<file path="src/rtl/mdu_pkg.sv">
// Shared encodings for the iterative HI/LO multiply/divide unit.
// Provides the operation codes, FSM state encoding and the counter-width helper.
// Pure declarations: no timing or backpressure of its own.
package mdu_pkg;

   // Operation select, as presented on MduOp
   typedef enum logic [2:0] {
      MDU_NONE  = 3'd0,
      MDU_MULT  = 3'd1,
      MDU_MULTU = 3'd2,
      MDU_DIV   = 3'd3,
      MDU_DIVU  = 3'd4,
      MDU_MTHI  = 3'd5,
      MDU_MTLO  = 3'd6,
      MDU_RSVD  = 3'd7
   } mdu_op_e;

   // Controller states: wait for work, iterate, apply sign fix-up
   typedef enum logic [1:0] {
      ST_IDLE = 2'd0,
      ST_RUN  = 2'd1,
      ST_FIX  = 2'd2
   } mdu_state_e;

   // Width of the iteration counter for a given operand width
   function automatic int mdu_cnt_width(input int data_bits);
      return $clog2(data_bits);
   endfunction

endpackage

</file>
<file path="src/rtl/mul_div_unit_cond_neg.sv">
// Conditional two's-complement negate: out = en ? -in : in.
// Purely combinational, zero latency.
// No flow control; output follows inputs continuously.
module mdu_cond_neg #(
   parameter int W = 32
) (
   input  logic         en,
   input  logic [W-1:0] in_dat,
   output logic [W-1:0] out_dat
);

   // Negate by invert-and-increment when enabled
   always_comb begin
      out_dat = in_dat;
      if (en) begin
         out_dat = (~in_dat) + W'(1);
      end
   end

endmodule

</file>
<file path="src/rtl/mul_div_unit.sv">
// Iterative HI/LO multiply/divide unit: MULT/MULTU/DIV/DIVU plus MTHI/MTLO.
// Latency: mul/div results land DATA_BITS+2 edges after Start; MTHI/MTLO one edge.
// Busy is high while an operation is in flight; Start is ignored while Busy.
module mul_div_unit
   import mdu_pkg::*;
#(
   parameter int DATA_BITS = 32
) (
   input  logic                 clk,
   input  logic                 rst,
   input  logic [DATA_BITS-1:0] AluA,
   input  logic [DATA_BITS-1:0] AluB,
   input  logic [2:0]           MduOp,
   input  logic                 Start,
   output logic                 Busy,
   output logic                 Done,
   output logic [DATA_BITS-1:0] Hi,
   output logic [DATA_BITS-1:0] Lo
);

   localparam int N     = DATA_BITS;
   localparam int CNT_W = mdu_cnt_width(DATA_BITS);

   // ------------------------------------------------------------------
   // State
   // ------------------------------------------------------------------
   mdu_state_e       state_q, state_d;
   logic [CNT_W-1:0] cnt_q, cnt_d;
   // Multiply: full product accumulator, multiplier shifted out of the bottom.
   // Divide: low half holds dividend bits shifting out / quotient bits shifting in.
   logic [2*N-1:0]   acc_q, acc_d;
   // Partial remainder; the shifted-in bit forms the (N+1)-bit working value
   logic [N-1:0]     rem_q, rem_d;
   logic [N-1:0]     a_mag_q, a_mag_d;
   logic [N-1:0]     b_mag_q, b_mag_d;
   logic [N-1:0]     raw_a_q, raw_a_d;
   logic             is_div_q, is_div_d;
   logic             sign_a_q, sign_a_d;
   logic             sign_b_q, sign_b_d;
   logic             div_zero_q, div_zero_d;
   logic [N-1:0]     hi_q, hi_d;
   logic [N-1:0]     lo_q, lo_d;
   logic             done_q, done_d;

   // ------------------------------------------------------------------
   // Operand decode and magnitude conversion
   // ------------------------------------------------------------------
   mdu_op_e    op;
   logic       op_signed;
   logic       op_arith;
   logic       op_is_div;
   logic [N-1:0] a_mag_in;
   logic [N-1:0] b_mag_in;

   assign op = mdu_op_e'(MduOp);

   // Classify the requested operation
   always_comb begin
      op_signed = 1'b0;
      op_arith  = 1'b0;
      op_is_div = 1'b0;
      case (op)
         MDU_MULT:  begin op_arith = 1'b1; op_signed = 1'b1; end
         MDU_MULTU: begin op_arith = 1'b1; end
         MDU_DIV:   begin op_arith = 1'b1; op_signed = 1'b1; op_is_div = 1'b1; end
         MDU_DIVU:  begin op_arith = 1'b1; op_is_div = 1'b1; end
         default:   begin op_arith = 1'b0; end
      endcase
   end

   mdu_cond_neg #(.W(N)) u_neg_a (
      .en      (op_signed & AluA[N-1]),
      .in_dat  (AluA),
      .out_dat (a_mag_in)
   );

   mdu_cond_neg #(.W(N)) u_neg_b (
      .en      (op_signed & AluB[N-1]),
      .in_dat  (AluB),
      .out_dat (b_mag_in)
   );

   // ------------------------------------------------------------------
   // Result sign fix-up (used in FIX)
   // ------------------------------------------------------------------
   logic [2*N-1:0] prod_fix;
   logic [N-1:0]   quo_fix;
   logic [N-1:0]   rem_fix;

   mdu_cond_neg #(.W(2*N)) u_neg_prod (
      .en      (sign_a_q ^ sign_b_q),
      .in_dat  (acc_q),
      .out_dat (prod_fix)
   );

   mdu_cond_neg #(.W(N)) u_neg_quo (
      .en      (sign_a_q ^ sign_b_q),
      .in_dat  (acc_q[N-1:0]),
      .out_dat (quo_fix)
   );

   // Remainder carries the sign of the dividend
   mdu_cond_neg #(.W(N)) u_neg_rem (
      .en      (sign_a_q),
      .in_dat  (rem_q),
      .out_dat (rem_fix)
   );

   // ------------------------------------------------------------------
   // Per-iteration datapath
   // ------------------------------------------------------------------
   logic [N:0] mul_sum;
   logic [N:0] div_shift;
   logic [N:0] div_diff;

   // One shift-add step and one restoring-divide step, selected in the FSM
   always_comb begin
      mul_sum   = {1'b0, acc_q[2*N-1:N]} + (acc_q[0] ? {1'b0, a_mag_q} : {(N+1){1'b0}});
      div_shift = {rem_q, acc_q[N-1]};
      div_diff  = div_shift - {1'b0, b_mag_q};
   end

   // ------------------------------------------------------------------
   // Controller: next state, datapath and HI/LO updates
   // ------------------------------------------------------------------
   // Next-state and register-update logic for IDLE/RUN/FIX
   always_comb begin
      state_d    = state_q;
      cnt_d      = cnt_q;
      acc_d      = acc_q;
      rem_d      = rem_q;
      a_mag_d    = a_mag_q;
      b_mag_d    = b_mag_q;
      raw_a_d    = raw_a_q;
      is_div_d   = is_div_q;
      sign_a_d   = sign_a_q;
      sign_b_d   = sign_b_q;
      div_zero_d = div_zero_q;
      hi_d       = hi_q;
      lo_d       = lo_q;
      done_d     = 1'b0;

      case (state_q)
         ST_IDLE: begin
            if (Start) begin
               if (op_arith) begin
                  is_div_d   = op_is_div;
                  sign_a_d   = op_signed & AluA[N-1];
                  sign_b_d   = op_signed & AluB[N-1];
                  a_mag_d    = a_mag_in;
                  b_mag_d    = b_mag_in;
                  raw_a_d    = AluA;
                  div_zero_d = (AluB == {N{1'b0}});
                  // Multiply shifts the multiplier out of the low half;
                  // divide shifts the dividend out of it.
                  acc_d      = {{N{1'b0}}, op_is_div ? a_mag_in : b_mag_in};
                  rem_d      = {N{1'b0}};
                  cnt_d      = CNT_W'(N - 1);
                  state_d    = ST_RUN;
               end else if (op == MDU_MTHI) begin
                  hi_d   = AluA;
                  done_d = 1'b1;
               end else if (op == MDU_MTLO) begin
                  lo_d   = AluA;
                  done_d = 1'b1;
               end
            end
         end

         ST_RUN: begin
            if (is_div_q) begin
               // Subtract succeeds when the (N+1)-bit difference is non-negative
               acc_d = {acc_q[2*N-1:N], acc_q[N-2:0], ~div_diff[N]};
               rem_d = div_diff[N] ? div_shift[N-1:0] : div_diff[N-1:0];
            end else begin
               acc_d = {mul_sum, acc_q[N-1:1]};
            end
            if (cnt_q == {CNT_W{1'b0}}) begin
               state_d = ST_FIX;
            end else begin
               cnt_d = cnt_q - CNT_W'(1);
            end
         end

         ST_FIX: begin
            if (is_div_q) begin
               if (div_zero_q) begin
                  // Divide by zero skips sign fix-up entirely
                  lo_d = {N{1'b1}};
                  hi_d = raw_a_q;
               end else begin
                  lo_d = quo_fix;
                  hi_d = rem_fix;
               end
            end else begin
               hi_d = prod_fix[2*N-1:N];
               lo_d = prod_fix[N-1:0];
            end
            done_d  = 1'b1;
            state_d = ST_IDLE;
         end

         default: begin
            state_d = ST_IDLE;
         end
      endcase
   end

   // State and datapath registers with synchronous reset
   always_ff @(posedge clk) begin
      if (rst) begin
         state_q    <= ST_IDLE;
         cnt_q      <= {CNT_W{1'b0}};
         acc_q      <= {(2*N){1'b0}};
         rem_q      <= {N{1'b0}};
         a_mag_q    <= {N{1'b0}};
         b_mag_q    <= {N{1'b0}};
         raw_a_q    <= {N{1'b0}};
         is_div_q   <= 1'b0;
         sign_a_q   <= 1'b0;
         sign_b_q   <= 1'b0;
         div_zero_q <= 1'b0;
         hi_q       <= {N{1'b0}};
         lo_q       <= {N{1'b0}};
         done_q     <= 1'b0;
      end else begin
         state_q    <= state_d;
         cnt_q      <= cnt_d;
         acc_q      <= acc_d;
         rem_q      <= rem_d;
         a_mag_q    <= a_mag_d;
         b_mag_q    <= b_mag_d;
         raw_a_q    <= raw_a_d;
         is_div_q   <= is_div_d;
         sign_a_q   <= sign_a_d;
         sign_b_q   <= sign_b_d;
         div_zero_q <= div_zero_d;
         hi_q       <= hi_d;
         lo_q       <= lo_d;
         done_q     <= done_d;
      end
   end

   assign Busy = (state_q != ST_IDLE);
   assign Done = done_q;
   assign Hi   = hi_q;
   assign Lo   = lo_q;

endmodule

</file>
<file path="config.mk">
export PLATFORM = sky130hd
export DESIGN_NAME = mul_div_unit
export DESIGN_NICKNAME = d
export VERILOG_FILES = /design/src/rtl/mdu_pkg.sv /design/src/rtl/mul_div_unit_cond_neg.sv /design/src/rtl/mul_div_unit.sv
export SDC_FILE = /design/constraint.sdc
export NUM_CORES = 1
export LEC_CHECK = 0
export ABC_AREA = 1
export CORE_UTILIZATION = 46
export DETAILED_ROUTE_END_ITERATION = 10
export GPL_TIMING_DRIVEN = 0
export PLACE_DENSITY = 0.7
export SETUP_SLACK_MARGIN = 0.2
export SLEW_MARGIN = 20
export SYNTH_ARGS = -nofsm -noshare
export SYNTH_HDL_FRONTEND = slang
export SYNTH_SLANG_ARGS = --single-unit
</file>
<file path="constraint.sdc">
create_clock -name clk -period 3.2 [get_ports clk]
set_input_delay 0.8 -clock clk [delete_from_list [all_inputs] [get_ports clk]]
set_output_delay 0.8 -clock clk [all_outputs]
set_load 0.01 [all_outputs]
</file>
==> flow_summary_export.csv, run 1 <==
group,metric,value,unit
logic_synthesis,netlist_area,21700,µm²
cts,clock-sinks,267,
cts,cts_tree,"built",
detailed_routing,antenna_left,0,
cts,cts_hold_buf,0,
layout,final_layout_size_suffix_gt1_share,5.04,%
timing,clock.fmax,336,MHz
worst_setup_path,startpoint_type,"input port",
cts,h-tree-depth,2,
global_route,grt_pass1_vias,23805,
logic_synthesis,yosysSeqAreaShare,24.7,%
worst_setup_path,arrival,3.48,ns
layout,nNetsFinal,4065,
placed_design,gp_congestion,1.09,
layout,design_area,25100,µm²
timing,fin_ws,0.222,ns
floorplan,core,46500,µm²
worst_hold_path,hp-class,"reg -> reg",
detailed_routing,firstDrtPassIters,7,
worst_setup_path,crit_fanout,10,
cts,path_clk_slew,0.06,ns
floorplan,rows,79,
timing,timing.final.crit_share,93.1,%
logic_synthesis,yosysWarnings,0,
cts,cts_buffers,35,
cts,insertion_delay,0.59,ns
power,powerDensity,474,nW/µm²
timing,worstMarginPinSlew,1.02,ns
logic_synthesis,synth_ff_type,"dfxtp_1",
layout,regArea,5350,µm²
power,p_leak,12.2,nW
logic_synthesis,synth_most_common_cell,"nand2_1",
power,p_total,11.9,mW
detailed_routing,via_count,26550,
cts,cts_root_buffer,"clkbuf_16",
run,maxCapViolCount,0,
detailed_routing,drc,0,
timing,skew,0.0361,ns
layout,multi_input_area,13900,µm²
cts,clockBufferDepth,3,
detailed_routing,wire_per_inst,23.1,µm
logic_synthesis,synth_common_cells,"1,045 x nand2_1, 478 x inv_1, 429 x nor2_1, 340 x nand3_1, 316 x a21oi_1",
logic_synthesis,synth-async-reset-ratio,0,%
detailed_routing,wl,105,mm
logic_synthesis,synth_top_area_share,24.7,%
timing,tns,0,ns
global_route,grt_pass1_wl,152,mm
floorplan,fp.dieW,219,µm
global_route,grt_max_degree,13,
logic_synthesis,netlist.top_cell.by_area,"dfxtp_1",
power,ir_drop,0.000472,V
worst_setup_path,endpoint_kind,"flop",
floorplan,initial_core_util,46.6,%
timing,hold_viol,0,
detailed_routing,drt_iter0_markers,3423,
outcome,outcome,"completed",
timing,rsz0062_at_grt,"no",
layout,fill_cells,5048,
timing,slew_headroom,31.8,%
floorplan,dieHeight,219,µm
detailed_routing,via_per_inst,5.83,
logic_synthesis,syn_nets,3891,
logic_synthesis,synth_edf_count,0,
placed_design,portBuffers,135,
layout,fin_util,53.9,%
logic_synthesis,synthTopCellsByArea,"dfxtp_1 25%, nand2_1 18%, inv_1 8.3%",
layout,antenna_cells,0,
worst_setup_path,path_class,"in -> reg",
logic_synthesis,netlist_instances,3749,
floorplan,dieArea,47900,µm²
placed_design,dp_slack,-0.915,ns
logic_synthesis,avgSynthCellArea,5.78,µm²
logic_synthesis,ys_ff_latch,267,
placed_design,dp_hpwl,86.3,mm
timing,layout_min_cycle_time,2.98,ns
floorplan,pin_count,136,
global_route,grtUsageTotal,43.2,%
global_route,antenna_found_initial,2,
global_route,gr-total-overflow,0,
timing,setup_violations,0,
placed_design,dpl_cell_area,23800,µm²
worst_setup_path,required,3.70,ns
timing,drv_slew,0,
layout,syn_to_final_growth,15.7,%
logic_synthesis,synth_cell_type_count,48,
[critical path, cell delays in order]
cell and delay (ns):
clkdlybuf4s50_1 0.45, inv_2 0.09, nand2_2 0.19, nor2_2 0.29, inv_1 0.21, clkbuf_1 0.35
a21oi_1 0.37, xor2_2 0.46, o21bai_1 0.12, a21oi_1 0.14
[cells by family after synthesis]
kind of cell | after synthesis | synth area share, %
and+or+nand+nor | 1978 | 38.2
AOI/OAI and AO/OA | 731 | 18.6
buffers and inverters | 635 | 11.6
DFF | 267 | 24.7
adders and majority gates | 72 | 4.23
xor gates and xnor gates | 66 | 2.67
[path summary, 6_finish.rpt]
check / startpoint / to / slack (ns) / cells past startpoint
max reg2reg: acc_q[1]$_SDFFE_PP0P_ / Lo[20]$_SDFFE_PP0P_ / 0.26 / 10
min reg2reg: raw_a_q[22]$_SDFFE_PP0P_ / raw_a_q[22]$_SDFFE_PP0P_ / 0.45 / 2
min: raw_a_q[22]$_SDFFE_PP0P_ / raw_a_q[22]$_SDFFE_PP0P_ / 0.45 / 2
max: MduOp[2] / acc_q[16]$_SDFFE_PP0P_ / 0.22 / 10
[layer usage]
metal / vias up / track usage (%) / share of wire, %
met1: 12195 / 58.7 / 42
met4: 0 / 22.3 / 6.0
met2: 1534 / 64.4 / 41
met3: 278 / 8.33 / 11
met5: - / 0 / 0
li1: 12543 / - / -
[what timing repair did]
item                                   CTS  global route
pin swaps                                0             1
endpoints found under the hold margin    0             0
setup endpoints to repair               61            90
buffers inserted                         1             1
gates resized for setup                 13            24
[final cells by class]
cell class / instances / area share [%]
clock buffer: 47 / 3.96
multi-input combinational: 2847 / 55.4
sequential: 267 / 21.4
inverter: 487 / 7.30
clock inverter: 16 / 0.734
timing repair buffer: 137 / 5.45
tap: 607 / 3.03
buffer: 148 / 2.76
[cells in the final DEF (no fill, tap or decap), types with 13 or more instances in the layout]
cell             instances
a221oi_1                24
o21ai_1                 13
dfxtp_1                266
nand3_1                339
nand3b_1                34
a31oi_1                 17
xor2_1                  44
inv_2                   13
nand2_1               1042
clkbuf_1                77
clkbuf_16               35
o211ai_1                49
nor3_1                  37
or2_2                   18
nand2_2                 13
a21oi_1                311
xnor2_1                 20
buf_2                   47
nor2_1                 428
nand4_1                 41
inv_1                  474
clkdlybuf4s50_1        135
ha_1                    70
o21ai_0                258
[registers in the layout, indices dropped and copies added (netlist names)]
signal      cells
Hi             32
cnt_q           5
sign_b_q        1
state_q         2
rem_q          32
Lo             32
sign_a_q        1
Done            1
raw_a_q        31
acc_q          64
a_mag_q        32
div_zero_q      1
is_div_q        1
b_mag_q        32
[power by group]
| part | internal (mW) | leakage, nW | switching, mW |
|---|---|---|---|
| clock network | 2.37 | 0.577 | 1.76 |
| registers | 3.60 | 2.19 | 0.314 |
| logic | 1.11 | 9.46 | 2.71 |
| total | 7.09 | 12.2 | 4.78 |
[stage by stage]
stage,cells,hold slack (ns)
floorplan,3749,0.425
global placement,4491,0.434
detailed placement,4491,0.445
CTS,4555,0.454
global route,4556,0.470
finish,4556,0.454
No activity file was read; power rests on OpenSTA's default activity.
==> run 2, diff against run 1 <==
SYNTH_HIERARCHICAL = 1   (was not set)
==> run 2 against run 1 <==
  * Register-to-register slack better by 0.09 ns
  * Critical path depth up 2
  * Non-clock buffer count up 13
  * Cell count up 11%
  * Clock power up 1%
  * Total power down 2.7%
  * Critical path type unchanged
  * Largest cell class unchanged
  * Largest power group unchanged
  * Highest routed layer is now met5
==> flow_summary_export.csv, run 2 <==
group,metric,value,unit
outcome,outcome,"completed",
timing,hold_ws,0.463,ns
layout,antenna_cells,0,
detailed_routing,firstDrtPassIters,9,
cts,h-tree-depth,2,
timing,rsz0062_at_grt,"yes",
logic_synthesis,netlist_area,24300,µm²
worst_setup_path,path_class,"in -> reg",
power,p_leak,13.8,nW
cts,insertion_delay,0.56,ns
timing,layout_min_cycle_time,2.99,ns
logic_synthesis,yosysSeqAreaShare,22.1,%
power,powerDensity,415,nW/µm²
worst_hold_path,hp-class,"reg -> reg",
cts,cts_root_buffer,"clkbuf_16",
layout,design_area,27800,µm²
worst_setup_path,required,3.70,ns
layout,layout_commonest_cell,"nand2_1",
floorplan,initial_core_util,46.9,%
logic_synthesis,netlist_instances,4195,
detailed_routing,via_count,28411,
logic_synthesis,avgSynthCellArea,5.80,µm²
placed_design,dp.cells,5009,
worst_hold_path,hold_depth,2,
logic_synthesis,synth_cell_type_count,49,
timing,drv_slew,0,
logic_synthesis,synth-async-reset-ratio,0,%
global_route,gr-total-overflow,0,
layout,final_cell_mix,"1,196 x nand2_1, 633 x nor2_1, 455 x inv_1",
logic_synthesis,ys_ff_latch,268,
timing,tns,0,ns
timing,worstMarginPinSlew,1.18,ns
timing,slew_headroom,21.5,%
power,p_int,7.17,mW
global_route,grt_pass1_vias,25454,
power,clkPwrFrac,36.2,%
timing,timing.final.crit_share,93.5,%
detailed_routing,wire_per_inst,20.7,µm
worst_setup_path,startpoint_type,"input port",
cts,cts_tree,"built",
worst_setup_path,ff2ff_path_depth,17,
power,p_comb_share,30.7,%
layout,largest_register,"acc_q",
detailed_routing,via_per_inst,5.61,
cts,post_cts.repair.setup_buffers,0,
worst_setup_path,endpoint_kind,"flop",
global_route,grt_pass1_wl,156,mm
detailed_routing,wl,105,mm
detailed_routing,drt_iter0_markers,3181,
logic_synthesis,synth_ff_type,"dfxtp_1",
worst_setup_path,crit_fanout,10,
worst_setup_path,arrival,3.49,ns
placed_design,dp_hpwl,86.4,mm
cts,clockBufferDepth,3,
logic_synthesis,netlist.top_cell.by_area,"dfxtp_1",
logic_synthesis,synth_most_common_cell,"nand2_1",
timing,setup_violations,0,
global_route,grt_max_degree,13,
layout,nNetsFinal,4508,
global_route,antenna_found_initial,2,
power,ir_drop,0.000326,V
detailed_routing,drc,0,
timing,skew,0.0229,ns
layout,final_layout_size_suffix_gt1_share,8.59,%
logic_synthesis,yosysWarnings,6,
power,p_total,11.5,mW
layout,largest_reg_flops,64,
power,seqPwrFrac,33.2,%
logic_synthesis,synth_top_area_share,22.1,%
logic_synthesis,synthTopCellsByArea,"dfxtp_1 22%, nand2_1 18%, nor2_1 9.8%",
cts,clock-sinks,268,
placed_design,portBuffers,134,
global_route,grtUsageTotal,38.5,%
floorplan,pin_count,136,
floorplan,rows,83,
power,p_switching,4.37,mW
floorplan,fp.dieW,232,µm
logic_synthesis,synth_common_cells,"1,198 x nand2_1, 634 x nor2_1, 455 x inv_1, 349 x o21ai_0, 316 x a21oi_1",
worst_setup_path,crit_start,"MduOp[2]",
detailed_routing,antenna_left,0,
run,maxCapViolCount,0,
floorplan,core,51800,µm²
worst_setup_path,r2r_start,"acc_q[0]$_SDFFE_PP0P_",
placed_design,gp_congestion,1.04,
cts,path_clk_slew,0.06,ns
logic_synthesis,synth_edf_count,0,
layout,stdcell_count,5068,
timing,hold_viol,0,
floorplan,dieHeight,232,µm
floorplan,dieArea,53800,µm²
timing,clock.fmax,334,MHz
power,switching_share,37.9,%
layout,syn_to_final_growth,14.3,%
cts,cts_hold_buf,0,
worst_hold_path,holdCritStartpoint,"b_mag_q[26]$_SDFFE_PP0P_",
placed_design,dpl_cell_area,26500,µm²
logic_synthesis,syn_nets,4338,
cts,cts_buffers,34,
==> run 2: timing repair <==
item	CTS	global route
pin swaps	1	0
gates resized for setup	8	24
setup endpoints to repair	35	53
==> run 2: worst paths after layout <==
path | endpoint | slack (ns)
max | acc_q[3]$_SDFFE_PP0P_ | 0.21
min | b_mag_q[26]$_SDFFE_PP0P_ | 0.46
max reg2reg | acc_q[57]$_SDFFE_PP0P_ | 0.35
min reg2reg | b_mag_q[26]$_SDFFE_PP0P_ | 0.46
==> run 2: area by class of cell <==
class / instances / area (µm²)
Timing Repair Buffer: 134 / 1340
Multi-Input combinational cell: 3279 / 16400
Fill cell: 5555 / 24000
Sequential cell: 268 / 5370
Clock inverter: 12 / 170
Buffer: 164 / 777
Tap cell: 680 / 851
Clock buffer: 47 / 1020
Inverter: 484 / 1840
==> run 2: logic make-up (layout without fill, tap and decap cells) <==
| logic type | count (synthesis) | count (layout) | synth area share, % |
|---|---|---|---|
| buffers and inverters | 648 | 841 | 10.7 |
| xor gates and xnor gates | 112 | 112 | 4.06 |
| and+or+nand+nor | 2272 | 2272 | 40.8 |
| AOI/OAI and AO/OA | 822 | 822 | 18.6 |
| adders and majority gates | 73 | 73 | 3.82 |
| DFF | 268 | 268 | 22.1 |
==> run 2: critical path, stage by stage <==
cell and delay, ns:
clkdlybuf4s50_1 0.47, inv_2 0.09, nand2_1 0.19, nor2_1 0.19, buf_4 0.25, buf_2 0.30
nand2_1 0.10, xnor2_1 0.59, nor2_1 0.14, o21ai_0 0.19, nor2_1 0.07, nor2_1 0.09
==> run 2: layer usage <==
layer / routed length (µm) / global-route usage [%]
met5: 11 / 0
met1: 46900 / 54.9
met4: 5220 / 17.9
met3: 10700 / 6.73
met2: 42200 / 55.6
==> run 2: per-stage QoR <==
stage | util, % | setup slack [ns]
finish | 53.6 | 0.209
CTS | 53.5 | 0.185
detailed placement | 51.2 | -0.463
global placement | 51.2 | -0.426
global route | 53.6 | 0.166
floorplan | - | 0.557
==> run 2: power by group through the flow <==
stage / Combinational, mW / Sequential, mW / Clock [mW]
3_5_place_dp: 3.40 / 3.88 / 0
2_1_floorplan: 2.21 / 3.80 / 0
5_1_grt: 3.83 / 3.85 / 4.31
3_3_place_gp: 3.40 / 3.88 / 0
6_report: 3.54 / 3.83 / 4.18
4_1_cts: 3.42 / 3.81 / 4.17
